**config.mk**
```make
export PLATFORM = sky130hd
export DESIGN_NAME = if_stage
export DESIGN_NICKNAME = d
export VERILOG_FILES = /design/src/rtl/if_stage.sv
export SDC_FILE = /design/constraint.sdc
export NUM_CORES = 1
export LEC_CHECK = 0
export CORE_ASPECT_RATIO = 1.4
export CORE_MARGIN = 3
export CORE_UTILIZATION = 49
export DETAILED_ROUTE_END_ITERATION = 7
export PLACE_DENSITY_LB_ADDON = 0.2
export SYNTH_ARGS = -nofsm -noshare
export SYNTH_HDL_FRONTEND = slang
export SYNTH_SLANG_ARGS = --single-unit
```
**constraint.sdc**
```tcl
create_clock -name clk -period 2.9 [get_ports clk]
set_clock_uncertainty 0.05 [all_clocks]
set_input_delay 0.435 -clock clk [delete_from_list [all_inputs] [get_ports clk]]
set_output_delay 0.435 -clock clk [all_outputs]
set_load 0.03 [all_outputs]
```
**src/rtl/if_stage.sv**
```systemverilog
// rtl/if_stage.sv - instruction fetch stage: PC, fetch FSM and IF/ID register
// Redirects override stalls; a stale in-flight response is dropped via drop.
module if_stage (
  input  logic        clk,
  input  logic        rst,
  input  logic        pcSrc,
  input  logic        jORb,
  input  logic        pcWrite,
  input  logic        ifidWrite,
  input  logic        ifidFlush,
  input  logic [31:0] branchAddr,
  input  logic [31:0] jumpAddr,
  output logic        imem_req,
  output logic [31:0] imem_addr,
  input  logic        imem_ready,
  input  logic [31:0] imem_data,
  output logic [31:0] ID_INS,
  output logic [31:0] ID_PC4,
  output logic        ID_valid,
  output logic        fetch_busy,
  output logic [15:0] fetch_count
);

  localparam logic [1:0] S_REQ  = 2'd0;
  localparam logic [1:0] S_WAIT = 2'd1;
  localparam logic [1:0] S_HOLD = 2'd2;

  logic [1:0]  state;
  logic        drop;
  logic [31:0] pc;
  logic [31:0] buffer;
  logic [31:0] target;
  logic [31:0] pc_plus4;
  logic        load_ok;
  logic        do_load;
  logic [31:0] load_word;

  assign target     = jORb ? branchAddr : jumpAddr;
  assign pc_plus4   = pc + 32'd4;
  assign load_ok    = pcWrite && ifidWrite && !ifidFlush && !pcSrc;
  assign do_load    = load_ok && (((state == S_WAIT) && imem_ready && !drop) || (state == S_HOLD));
  assign load_word  = (state == S_HOLD) ? buffer : imem_data;

  assign imem_req   = (state == S_REQ) && !rst;
  assign imem_addr  = pc;
  assign fetch_busy = (state == S_WAIT) || (state == S_HOLD);

  always_ff @(posedge clk) begin
    if (rst) begin
      state       <= S_REQ;
      drop        <= 1'b0;
      pc          <= 32'd0;
      buffer      <= 32'd0;
      ID_INS      <= 32'd0;
      ID_PC4      <= 32'd0;
      ID_valid    <= 1'b0;
      fetch_count <= 16'd0;
    end else begin
      case (state)
        S_REQ: begin
          state <= S_WAIT;
          if (pcSrc) begin
            pc   <= target;
            drop <= 1'b1;
          end
        end
        S_WAIT: begin
          if (!imem_ready) begin
            if (pcSrc) begin
              pc   <= target;
              drop <= 1'b1;
            end
          end else if (pcSrc) begin
            pc    <= target;
            drop  <= 1'b0;
            state <= S_REQ;
          end else if (drop) begin
            drop  <= 1'b0;
            state <= S_REQ;
          end else if (load_ok) begin
            pc    <= pc_plus4;
            state <= S_REQ;
          end else begin
            buffer <= imem_data;
            state  <= S_HOLD;
          end
        end
        S_HOLD: begin
          if (pcSrc) begin
            pc    <= target;
            state <= S_REQ;
          end else if (load_ok) begin
            pc    <= pc_plus4;
            state <= S_REQ;
          end
        end
        default: state <= S_REQ;
      endcase

      // Flush wins over any load; load_ok already excludes flush cycles.
      if (ifidFlush) begin
        ID_INS   <= 32'd0;
        ID_PC4   <= 32'd0;
        ID_valid <= 1'b0;
      end else if (do_load) begin
        ID_INS      <= load_word;
        ID_PC4      <= pc_plus4;
        ID_valid    <= 1'b1;
        fetch_count <= fetch_count + 16'd1;
      end
    end
  end

endmodule

```
### After elaboration in Yosys (flattened, before gate mapping)

Index checks and enable logic that the tools add are counted.
Widths: inputs -> output; s select.

* register bits: 148
* output and inout port bits: 115
* word-level logic and storage cells: 59

* $add $sub $neg: 2
* equal/unequal tests: 5
* muxes and demuxes: 19
* bitwise gates (word level): 4
* reduce and logical (&&, ||, !) cells: 21

Operator list (number)
* $mux 32: 8
* $pmux 32 s3: 1
* $add 32x3->32 const B: 1
* $add 16x1->16 const B: 1
* $mux 2: 6
* $logic_and 1x1->1: 7
* $pmux 2 s3: 1
* $reduce_and 2->1: 3
* $reduce_and 5->1: 1
* $logic_not 1->1: 4
* $ne 4x4->1 const B: 1
* $not 1->1: 4
* $ne 3x3->1 const B: 1
* $reduce_bool 3->1: 1
* $eq 2x1->1 const B: 1
* $eq 2x2->1 const B: 1
* $logic_not 2->1: 1
* $logic_or 1x1->1: 2
* $mux 1: 2
* $ne 2x2->1 const B: 1
* $pmux 1 s2: 1
* $reduce_bool 2->1: 1
* $reduce_or 2->1: 1

### Logic depth before layout (Yosys ltp)

Gate-level depths: netlist (run 1).

* depth after elaboration: 8
* mapped depth: 11

### Least setup slack after synthesis (run 1)

Ideal clock, no wire load.

* kind: register to register
* start point: register state[0]
* end point: register pc[26], in the netlist imem_addr[26]
* arrival: 2.108 ns
* data required time: 2.733 ns
* setup slack: 0.625 ns
* cell stages (with the launch flop): 8
* path buffers: 0
* period minus slack after synthesis: 2.275 ns
* path through: dfxtp_1 -> inv_1 -> ha_1 -> nor3b_2 -> o32ai_1 -> o21ai_0 -> a21oi_1 -> o22a_1

* cells in the longest elaborated chain, start to end: 3

Ends and longest elaborated chain
* from (decl): RTL line 28 `logic [1:0] state;`
* from (signal assigned): RTL line 50 `state <= S_REQ;`
* from (signal assigned): RTL line 61 `state <= S_WAIT;`
* from (signal assigned): RTL line 76 `state <= S_REQ;`
* $eq 2x1->1 (tied with other cells): RTL line 59 `case (state)`
* $ne 4x4->1 (no source line) / $reduce_bool 3->1 (equally long branches)
* $reduce_and 2->1 (no source line)
* to (signal assigned): RTL line 63 `pc <= target;`
* to (signal assigned): RTL line 70 `pc <= target;`
* to (signal assigned): RTL line 74 `pc <= target;`
* to (decl): RTL line 30 `logic [31:0] pc;`

Several ways; a longest one is shown, not always the timed one.
A chain may end at the register's enable or synchronous reset.

### Worst setup path in the final report (run 1)

* start point: register state[0]
* end point: output fetch_busy

* cells in the longest elaborated chain, start to end: 2

Ends and longest elaborated chain
* $eq 2x1->1 / $eq 2x2->1 (equally long branches): RTL line 46 `assign fetch_busy = (state == S_WAIT) || (state == S_HOLD);`
* $logic_or 1x1->1 *: RTL line 46
* to (decl): RTL line 20 `output logic fetch_busy,`

Mark *: on every way between the ends. The rest lies on a longest branch, timed or not.

==> run summary, run 1 <==
From synthesis to final layout, the design area changed by 38.13%. The worst hold path cell count was 2; the detail-routed net length per standard cell was 18.86 microns. The remaining global-route overflow came out at 0.

For the worst setup path, the data required time is 2.41 ns. The run gives 0.5094 as the starting density of the core. The root buffer cell chosen for the clock tree is sky130_fd_sc_hd__clkbuf_16. The wire-length estimate of the detail-placed layout is 18.54 mm. For the fmax, the log shows 382.3 MHz.

The met1 usage in global routing came out at 0.3336. Of all cell types, the one taking the most synthesized area is sky130_fd_sc_hd__dfxtp_1. The post-CTS setup buffer count is 0, and the global router's overall resource usage is 0.2840.

The final critical delay including setup and external delays is 2.616 ns, and the pre-CTS setup slack is 0.2601 ns. The area share of the leading cell type in the synthesized netlist is 0.3813, and the total of hold buffers inserted after clock tree synthesis is 0. Across all layers, the routed design uses 7941 vias. The clock tree buffer depth was 2; the later-pin clock latency in the skew report was 0.42 ns. The normalized max-slew margin was 0.5037.

After detailed routing, the number of remaining DRC violations is 0. The tools report the post-synthesis instance total as 943. The capture point of the critical path is fetch_busy. The startpoint identified for the worst hold timing path is rst. Setup total negative slack on the finished layout was measured at 0 ns.

The worst path meets setup with 0.2843 ns of slack. When the netlist entered floorplanning its net count stood at 1053. The setup check on the worst reg-to-reg path leaves a slack of 0.36 ns. The average vias per placed instance works out to 5.917. Number of hold-slack violations in the final timing report: 0. Synthesized area: 7770 sq um. The die covers 17430 sq um. For this run, the number of Yosys warnings is 0. STA classifies the critical path startpoint as a register. The most used flip-flop cell after synthesis is sky130_fd_sc_hd__dfxtp_1. The multi-input combinational cells in the finished layout cover a total of 4380 sq um. STA classifies the critical path endpoint as a primary output. The flow ran to the end, and the final reports show no timing, DRC or antenna violations. In the post-synthesis netlist, the biggest area contributors are sky130_fd_sc_hd__dfxtp_1, sky130_fd_sc_hd__mux2i_1, sky130_fd_sc_hd__nand2_1.

CTS saw 148 sinks. The die is 112.4 microns wide. The start of the worst register-to-register path was imem_addr[4]. For this design the static power due to leakage is 3.646 nW.

The run gives 219 as the number of placed I/O pins. The maximum number of pins on one net before global-route repair is 61. The run gives 0 as the total inserted antenna cells. The slew at the pin closest to its max-slew limit came out at 0.7444 ns. The run gives 0 as the post-route antenna net violation count.

After the first detailed-routing iteration, the DRC count stood at 442. Most crowded layer after global routing: met2. The tool flagged a number of max-cap violations equal to 0.

In this run the tool buffered the top-level ports with 218 buffer cells. The biggest cell delay along the critical path is 0.78 ns, and the power density of the placed cells is 486.2 nW/um^2. The first global-routing pass estimated 40.21 mm of wire.

The critical path's slowest cell was sky130_fd_sc_hd__clkdlybuf4s50_1. For the fraction of the yosys area taken by sequential cells, the log shows 0.3813. The critical path goes through inv_1, ha_1, clkdlybuf4s50_1.

Setup repair after global routing left no endpoint under its margin. The iteration count of the initial detailed-routing pass is 7, and the number of flip-flops and latches in the synthesized netlist is 148. The async set-or-reset flop fraction in the synthesized netlist works out to 0.

The max-slew violation count came out at 0. The tools report the layout filler cell count as 1275. The global routing met3 resource utilization was 0.07393. The H-tree was split into 4 levels.

The run gives 25.31 mm as the post-detailed-routing wire length. The critical path is of the register to primary output type. The final layout contains 1247 nets. VDD sags by at most 0.3353 mV.

The worst register-to-register path has a depth of 5. In the post-synthesis netlist, the cell with the most instances is sky130_fd_sc_hd__dfxtp_1. The number of gates resized after CTS was 0.

The timing startpoint of the critical path was state[0]. Setup violations remaining at the end of the flow were counted as 0. The average instance in the mapped netlist occupies 8.240 sq um. The run gives 15250 sq um as the core box area. Of all nets on the critical path, the largest fanout is 8. The via count of the first global-routing pass is 7752, and the count of cell types in the netlist is 74. The worst hold path belongs to the class input pin to register. Across the whole layout, storage elements account for 2963 sq um. The proportion of layout cells with a drive suffix above 1 was 0.09130.

TritonCTS buffer count: 17. The global routing usage on met2 is 0.4893. Initial antenna violation count: 0. The number of flops mapped to enable cells by yosys came out at 0.

In this run the core area contains 53 standard-cell rows. In the synthesized netlist, the cells that appear most often are sky130_fd_sc_hd__dfxtp_1, sky130_fd_sc_hd__nand2_1, sky130_fd_sc_hd__nor2_1, sky130_fd_sc_hd__a21oi_1, sky130_fd_sc_hd__mux2i_1. In this run the critical register-to-register path is captured at imem_addr[27].

The final worst-path cycle share is 0.9020. TritonCTS built the clock tree. Routability-driven placement finished with a final weighted congestion of 0.9932.

After clock tree synthesis, the clock-pin slew on the worst setup and hold paths is 0.06 ns. STA puts the critical path data arrival time at 2.13 ns. The die height came out at 155.0 microns.
-- kinds of logic (layout without fill, tap and decap cells) --
kind of cell	after synthesis	in the layout	share of synthesized area
compound gates	262	262	0.2193
xor+xnor	38	38	0.04283
fa+ha+maj	6	6	0.009662
buf+inv	100	307	0.05813
flops	148	148	0.3813
mux	69	69	0.08985
simple gates	320	320	0.1989
-- cell type report --
class,count,area share
sequential,148,0.2761
tap,192,0.02238
inverter,15,0.005246
timing repair buffer,260,0.2353
clock inverter,14,0.01201
multi-input combinational,695,0.4081
clock buffer,18,0.04092
-- report_power, final --
| part | switching, mW | total (mW) | internal, mW |
|---|---|---|---|
| Combinational | 0.491 | 0.907 | 0.416 |
| Clock | 0.968 | 2.13 | 1.16 |
| Sequential | 0.0917 | 2.18 | 2.09 |
| Total | 1.55 | 5.22 | 3.67 |
-- critical path: cells and delay by family, from the launching register on --
family | cells | cell delay [ns]
adders and majority gates | 1 | 0.47
buffers and inverters | 2 | 0.86
DFF | 1 | 0.38
-- stage by stage --
stage	hold slack, ns	utilization	power [mW]	cell area, sq um	std cells
detailed placement	0.3963	0.6664	3.120	10160	1310
global route	0.2983	0.7037	5.406	10730	1342
CTS	0.2770	0.7037	5.236	10730	1342
global placement	0.3910	0.6664	3.111	10160	1310
floorplan	0.3860	-	2.711	7770	943
finish	0.2937	0.7037	5.218	10730	1342
-- metal layers --
| metal | up-vias | part of all wire |
|---|---|---|
| met5 | - | 0 |
| met4 | 0 | 0.038 |
| met3 | 74 | 0.10 |
| met2 | 419 | 0.49 |
| met1 | 3636 | 0.37 |
| li1 | 3812 | - |
-- flip-flops by register name (all words and copies together), names as in the netlist --
signal       count
state            2
fetch_count     16
buffer          32
ID_valid         1
drop             1
imem_addr       32
ID_INS          32
ID_PC4          32
-- how the worst min path moves through the flow --
stage,to,slack [ns]
detailed placement,buffer[9],0.40
CTS,state[0],0.28
floorplan,buffer[0],0.39
finish,state[0],0.29
global route,state[0],0.30
global placement,buffer[10],0.39
-- cells in the final DEF, fill, tap and decap left out, drive strengths merged, types with 18 or more instances in the layout --
cell type | netlist | layout
nor2 | 93 | 93
nand3 | 24 | 24
a211oi | 54 | 54
xnor2 | 31 | 31
a21oi | 82 | 82
clkbuf | 38 | 18
mux2i | 63 | 63
o21ai | 47 | 47
nand2 | 115 | 115
dfxtp | 148 | 148
clkdlybuf4s50 | 0 | 216
buf | 47 | 44
inv | 14 | 24
Note: power is estimated with default switching activity, not from simulation.
==> run 2, diff against run 1 <==
--- a/config.mk
+++ b/config.mk
@@ -5,9 +5,10 @@
 export SDC_FILE = /design/constraint.sdc
 export NUM_CORES = 1
 export LEC_CHECK = 0
+export CAP_MARGIN = 20
 export CORE_ASPECT_RATIO = 1.4
 export CORE_MARGIN = 3
-export CORE_UTILIZATION = 49
+export CORE_UTILIZATION = 52
 export DETAILED_ROUTE_END_ITERATION = 7
 export PLACE_DENSITY_LB_ADDON = 0.2
 export SYNTH_ARGS = -nofsm -noshare
==> constraint.sdc (replaced) <==
create_clock -name clk -period 3.2 [get_ports clk]
set_clock_uncertainty 0.05 [all_clocks]
set_input_delay 0.48 -clock clk [delete_from_list [all_inputs] [get_ports clk]]
set_output_delay 0.48 -clock clk [all_outputs]
set_load 0.03 [all_outputs]
==> run summary, run 2 (synthesis results as in run 1) <==
The detail-routed net length per standard cell is 18.55 microns (-1.7%), and the post-synthesis to final-layout area growth is 37.15%. For the static leakage power, the log shows 3.602 nW (-1.2%). The die height is 150.6 microns (-2.8%), and the power density of the placed cells is 457.3 nW/um^2 (-5.9%). The most frequent standard cell in the layout excluding fill and tap cells was sky130_fd_sc_hd__clkdlybuf4s50_1.

The first-pass GRT wire length is 38.49 mm (-4.3%), and the net switching component of the power is 1.350 mW (-13%). Clock transition time at the flip-flop clock pins of the worst setup and hold paths: 0.06 ns (about the same). The run finished with clean final reports.

Leaving out fill and tap cells, the most frequent cells in the layout are sky130_fd_sc_hd__clkdlybuf4s50_1, sky130_fd_sc_hd__dfxtp_1, sky130_fd_sc_hd__nand2_1. The remaining global-route overflow came out at 0 (unchanged). For the TritonCTS sink count, the log shows 148 (unchanged). The maximum number of pins on one net before global-route repair is 80 (+31%), and the detailed placer's ending HPWL is 17.73 mm (-4.4%).

The number of buffers and inverters on the critical path came out at 2 (unchanged). The core box area is 14570 sq um (-4.4%), and the total inserted antenna cells is 0 (unchanged). Setup repair after global routing left no endpoint under its margin.

The kind of cell with the highest combined delay along the critical path is buffers and inverters. The normalized max-slew margin was 0.4932 (-0.01049); the peak supply drop was 0.3865 mV (+15%). The run gives 4.873 mW (-6.6%) as the total design power.

The run gives 0.7312 (+0.02751) as the share of the core filled with cells in the final layout. The run gives 2.13 ns (about the same) as the data arrival time of the critical path. The initial antenna violation count came out at 0 (unchanged). The nature of the critical path startpoint is a register. The slew at the pin closest to its max-slew limit came out at 0.7578 ns (+0.01339 ns).

The post-route antenna net violation count was 0 (unchanged). After layout, the minimum clock period comes to 2.664 ns. The run gives 1325 (-1.3%) as the number of standard cells in the final layout excluding fillers.

The clock tree buffer depth is 2 (unchanged). STA classifies the critical path endpoint as a primary output. The switching part of the total power came out at 0.2771 (-0.02014).

The placed instance area is 10040 sq um (-1.2%). The total instance count after detailed placement was 1293 (-1.3%); the via count was 7873 (-0.86%). The tree is rooted in a sky130_fd_sc_hd__clkbuf_16. For the met1 usage in global routing, the log shows 0.3447 (+0.01107). The power share of the sequential group came out at 0.408 (-0.011).

Most crowded layer after global routing: met2. The run gives 0 (unchanged) as the post-cts sizing count. The post-CTS setup buffer count was 0 (unchanged); the total setup violations reported at the end of the flow was 0 (unchanged). The post-detailed-routing wire length was 24.57 mm (-2.9%). Critical path's slowest cell: sky130_fd_sc_hd__clkdlybuf4s50_1. The number of H-tree branching levels was 4 (unchanged).

The proportion of layout cells with a drive suffix above 1 is 0.07923 (-0.01208). The starting DRC count in detailed routing was 470 (+6.3%); the summed area of non-filler cells in the final layout was 10660 sq um (-0.71%). The tools report the layout filler cell count as 1198 (-6.0%). The kind of critical path is register to primary output. Overall die width: 109.3 microns (-2.8%).

The run gives 2.67 ns (+0.26 ns) as the worst endpoint required time. Walking the worst path, the cells encountered are inv_1, ha_1, clkdlybuf4s50_1. For the starting density of the core, the log shows 0.5331 (+0.02370). The TritonCTS buffer count was 17 (unchanged); the average vias per placed instance was 5.942 (+0.42%). For the clock power share, the log shows 0.429 (+0.022). Global router's overall resource usage: 0.2949 (+0.01082).

The tools report the count of unresolved DRC violations after routing as 0 (unchanged). TritonCTS built the clock tree. The port buffer count is 218 (unchanged).

Static timing analysis puts the maximum clock frequency at 375.4 MHz. The depth of the worst register-to-register path came out at 7 (+2). The tools report the via count of the first global-routing pass as 7634 (-1.5%). The tools report the number of placed I/O pins as 219 (unchanged).

The weighted congestion at the end of routability-driven global placement is 0.9615 (-3.2%), and the total of hold buffers inserted after clock tree synthesis is 0 (unchanged). Number of core rows: 52 (-1.9%). The area taken by flip-flops and latches is 2963 sq um (unchanged). The area of the die was 16470 sq um (-5.5%). The logs give 1233 (-1.1%) for the count of nets after finishing and 0 (unchanged) for the max-slew violation count. The cell depth of the worst setup path works out to 3 (unchanged). The biggest cell delay along the critical path was 0.78 ns (about the same); the count of maximum capacitance violations was 0 (unchanged). The final worst-path cycle share is 0.8324. The multi-input combinational cell area was 4380 sq um (unchanged); the global routing usage on met2 was 0.5129 (+0.02357). Largest driver fanout on the critical path: 8 (unchanged).

The worst hold path cell count is 2 (unchanged), and the sum of negative setup slack is 0 ns (unchanged). For the later-pin clock latency in the skew report, the log shows 0.41 ns (about the same). The worst hold path belongs to the class register to register. The run gives 0.163 (-0.011) as the combinational power share. The global routing met3 resource utilization was 0.06564 (-0.008293).

For the iteration count of the initial detailed-routing pass, the log shows 8 (+1). The internal power consumption is 3.523 mW (-3.9%). The number of hold-slack violations in the final timing report came out at 0 (unchanged).
-- run 2: worst register-to-register path, cell delays in order (launching register included) --
cell and delay [ns]:
sky130_fd_sc_hd__dfxtp_1 0.39, sky130_fd_sc_hd__inv_1 0.08, sky130_fd_sc_hd__ha_1 0.49, sky130_fd_sc_hd__inv_2 0.17
sky130_fd_sc_hd__nor2_1 0.52, sky130_fd_sc_hd__nand2_1 0.30, sky130_fd_sc_hd__o31ai_1 0.31, sky130_fd_sc_hd__a211oi_1 0.11
-- run 2: stage by stage --
stage          hold slack, ns  setup slack [ns]
6_report               0.4023            0.5362
3_3_place_gp           0.3908            0.4155
4_1_cts                0.4057            0.5283
3_5_place_dp           0.3977            0.3912
2_1_floorplan          0.3860            0.9246
5_1_grt                0.4258            0.4620
-- run 2: path summary, 6_finish.rpt --
check | from | to | slack, ns
min reg2reg | buffer[10] | buffer[10] | 0.40
min | buffer[10] | buffer[10] | 0.40
max reg2reg | state[0] | imem_addr[7] | 0.68
max | state[0] | fetch_busy | 0.54
-- run 2: final cells by class --
cell class	count	share of cell area
clock inverters	13	0.01597
multi-input cells	695	0.4111
flip-flops and latches	148	0.2780
inverters	15	0.005284
repair buffers	246	0.2259
well taps	189	0.02219
clock buffers	19	0.04156
-- run 2: layer usage --
metal,routed length [microns],vias up
met5,0,-
met4,873,0
met2,12180,389
met1,9170,3628
li1,-,3784
met3,2348,72
-- run 2: power by group through the flow --
stage	sequential (mW)	clock [mW]	combinational [mW]
after floorplan	2.06	0	0.401
after global placement	2.02	0	0.776
after detailed placement	2.03	0	0.783
after CTS	1.98	2.11	0.788
after global routing	1.99	2.18	0.848
final	1.99	2.09	0.796
==> run 3, diff against run 2 <==
--- a/config.mk
+++ b/config.mk
@@ -8,7 +8,7 @@
 export CAP_MARGIN = 20
 export CORE_ASPECT_RATIO = 1.4
 export CORE_MARGIN = 3
-export CORE_UTILIZATION = 52
+export CORE_UTILIZATION = 44
 export DETAILED_ROUTE_END_ITERATION = 7
 export PLACE_DENSITY_LB_ADDON = 0.2
 export SYNTH_ARGS = -nofsm -noshare
==> constraint.sdc (replaced) <==
create_clock -name clk -period 2.29 [get_ports clk]
set_clock_uncertainty 0.05 [all_clocks]
set_input_delay 0.3435 -clock clk [delete_from_list [all_inputs] [get_ports clk]]
set_output_delay 0.3435 -clock clk [all_outputs]
set_load 0.03 [all_outputs]
==> run summary, run 3 (synthesis results as in run 1) <==
The clock transition time at the flip-flop clock pins of the worst setup and hold paths was 0.07 ns (about the same); the count of unresolved DRC violations after routing was 0 (unchanged). The smallest clock period supported by the final layout is computed as 2.221 ns. The core box area is 17030 sq um (+17%), and the combinational power share is 0.196 (+0.033).

For the static leakage power, the log shows 4.048 nW (+12%). TritonCTS built the clock tree. The met1 usage in global routing is 0.3103 (-0.03440). Kind of critical path: register to primary output.

The layout filler cell count was 1505 (+26%); the remaining global-route overflow was 0 (unchanged). In the layout the commonest cells are sky130_fd_sc_hd__clkdlybuf4s50_1, sky130_fd_sc_hd__dfxtp_1, sky130_fd_sc_hd__nand2_1. The power share of the sequential group is 0.401 (-0.007), and the post-route antenna net violation count is 0 (unchanged). The normalized max-slew margin is 0.6337 (+0.1405), and the area taken by flip-flops and latches is 2963 sq um (unchanged).

The data arrival time of the critical path was 1.83 ns (-0.30 ns); the number of standard cells in the final layout excluding fillers was 1455 (+9.8%). Worst endpoint required time: 1.90 ns (-0.77 ns). The tools report the clock tree buffer depth as 2 (unchanged). The count of maximum capacitance violations was 0 (unchanged). The detail-routed net length per standard cell works out to 18.54 microns (about the same).

Leaving out fill and tap cells, the most frequent cell in the layout is sky130_fd_sc_hd__clkdlybuf4s50_1. The largest driver fanout on the critical path works out to 8 (unchanged). The maximum number of pins on one net before global-route repair was 42 (-48%). The worst register-to-register path begins at state[0]. On the critical path, the stage with the largest delay is an instance of sky130_fd_sc_hd__dlygate4sd2_1.

The path with the worst hold slack has its endpoint at buffer[12]. The global routing usage on met2 is 0.4874 (-0.02554). The final worst-path cycle share is 0.9697. The tools report the clock power share as 0.404 (-0.025). The logs give 8069 (+5.7%) for the via count of the first global-routing pass and 1.980 mW (+47%) for the net switching component of the power. Setup repair after global routing left no endpoint under its margin. The slew at the pin closest to its max-slew limit came out at 0.5488 ns (-0.2090 ns). The area growth from synthesis to layout is 46.63%. In this run the worst hold path is classified as input pin to register. Switching part of the total power: 0.2926 (+0.01554). The port buffer count works out to 218 (unchanged). The overall die width was 118.3 microns (+8.2%); the die height was 163.2 microns (+8.4%). The multi-input combinational cell area was 4409 sq um (+0.66%).

The signal on the critical path passes through inv_1, ha_2, dlygate4sd2_1. The capture point of the worst reg-to-reg path is imem_addr[26]. The logs give 19310 sq um (+17%) for the area of the die and 5 (-3) for the iteration count of the initial detailed-routing pass. Max-slew violation count: 0 (unchanged). The depth of the worst register-to-register path is 8 (+1). The tools report the buffer cell driving the clock tree root as sky130_fd_sc_hd__clkbuf_16. The number of hold-slack violations in the final timing report was 0 (unchanged); the count of nets after finishing was 1320 (+7.1%). The biggest cell delay along the critical path is 0.47 ns (-0.31 ns). The run finished with clean final reports. The TritonCTS sink count was 148 (unchanged); the worst hold path cell count was 3 (+1). The proportion of layout cells with a drive suffix above 1 came out at 0.1521 (+0.07286). The tools report the total instance count after detailed placement as 1423 (+10%).

The worst setup path is launched from a register. The starting DRC count in detailed routing is 590 (+26%), and the starting density of the core is 0.4563 (-0.07679). The number of placed I/O pins is 219 (unchanged), and the power density of the placed cells is 594.0 nW/um^2 (+30%). The logs give 450.3 MHz for the fmax and 1.002 (+4.2%) for the weighted congestion at the end of routability-driven global placement.

The average vias per placed instance came out at 5.670 (-4.6%). The pre-CTS setup slack was -0.2208 ns (-0.6120 ns). The run gives 0.06940 ns (-0.4668 ns) as the worst setup margin. After global routing, the most crowded layer is met2. The tools report the total inserted antenna cells as 0 (unchanged). The run gives 6.767 mW (+39%) as the total design power. The run gives 26.98 mm (+9.8%) as the post-detailed-routing wire length. The worst hold path begins at rst. The logs give 4 (unchanged) for the number of H-tree branching levels and 4.787 mW (+36%) for the internal power consumption. The logs give 0.2757 (-0.01921) for the global router's overall resource usage and 0 (unchanged) for the initial antenna violation count.

The tools report the via count as 8250 (+4.8%). The run gives 0.4498 mV (+16%) as the peak supply drop. The logs give 42.76 mm (+11%) for the first-pass GRT wire length and 0 (unchanged) for the total setup violations reported at the end of the flow.

Later-pin clock latency in the skew report: 0.43 ns (+0.02 ns). The number of core rows was 56 (+7.7%); the global routing met3 resource utilization was 0.07447 (+0.008835). The worst setup path is captured at a primary output.

The sum of negative setup slack is 0 ns (unchanged). The tools report the TritonCTS buffer count as 17 (unchanged). The tools report the detailed placer's ending HPWL as 19.87 mm (+12%). The setup slack on the worst flop-to-flop path was 0.09 ns (-0.59 ns).
-- run 3: cell types whose count changed in the layout (fill, tap and decap cells not counted), sizes merged --
cell           previous run  this run
buf                      30       117
bufinv                    3         1
clkbuf                   19        17
clkdlybuf4s50           216       214
clkinvlp                  0         2
dlygate4sd2               0         2
inv                      19        21
-- run 3: layout make-up --
cell class | instances | area share
multi-input combinational | 695 | 0.3870
clock buffer | 17 | 0.03734
tap | 232 | 0.02548
clock inverter | 15 | 0.01241
sequential | 148 | 0.2600
timing repair buffer | 333 | 0.2728
inverter | 15 | 0.004942
-- run 3: power groups by stage --
stage	sequential [mW]	combinational, mW	clock, mW
final	2.71	1.33	2.73
after detailed placement	2.77	1.30	0
after global placement	2.77	1.30	0
after floorplan	2.87	0.561	0
after global routing	2.72	1.42	2.86
after CTS	2.71	1.31	2.77
-- run 3: repair_timing --
action                                  in CTS  in global routing
gates resized for setup                      2                  9
setup buffers                                0                  0
gates cloned                                 0                  0
hold buffers                                 0                  0
endpoints found under the setup margin       2                 27
-- run 3: worst max path at each step --
stage / start / endpoint / slack, ns / cells after the start
floorplan: state[0] / imem_addr[26] / 0.01 / 7
global placement: pcSrc / fetch_count[15] / -0.18 / 6
detailed placement: pcSrc / imem_addr[2] / -0.22 / 5
CTS: state[0] / fetch_busy / 0.02 / 3
global route: state[1] / imem_addr[24] / 0.002 / 8
finish: state[0] / fetch_busy / 0.07 / 3
-- run 3: worst max-delay path: cells and delay by family, from the launching register on --
family                   cells  cell delay (ns)
buffers and inverters        2             0.56
adder cells (fa/ha/maj)      1             0.45
flip-flops                   1             0.39
-- run 3: per-stage QoR --
stage            util  hold slack, ns  instance area [sq um]
6_report       0.6692          0.3784                  11390
5_1_grt        0.6692          0.3990                  11390
4_1_cts        0.6675          0.3552                  11360
3_5_place_dp   0.6343          0.3963                  10800
3_3_place_gp   0.6343          0.3910                  10800
2_1_floorplan       -          0.3860                   7770
-- run 3: layer usage --
layer,vias up,routed length [microns]
met2,362,13560
met5,-,0
li1,3953,-
met3,77,2142
met1,3858,10180
met4,0,1099
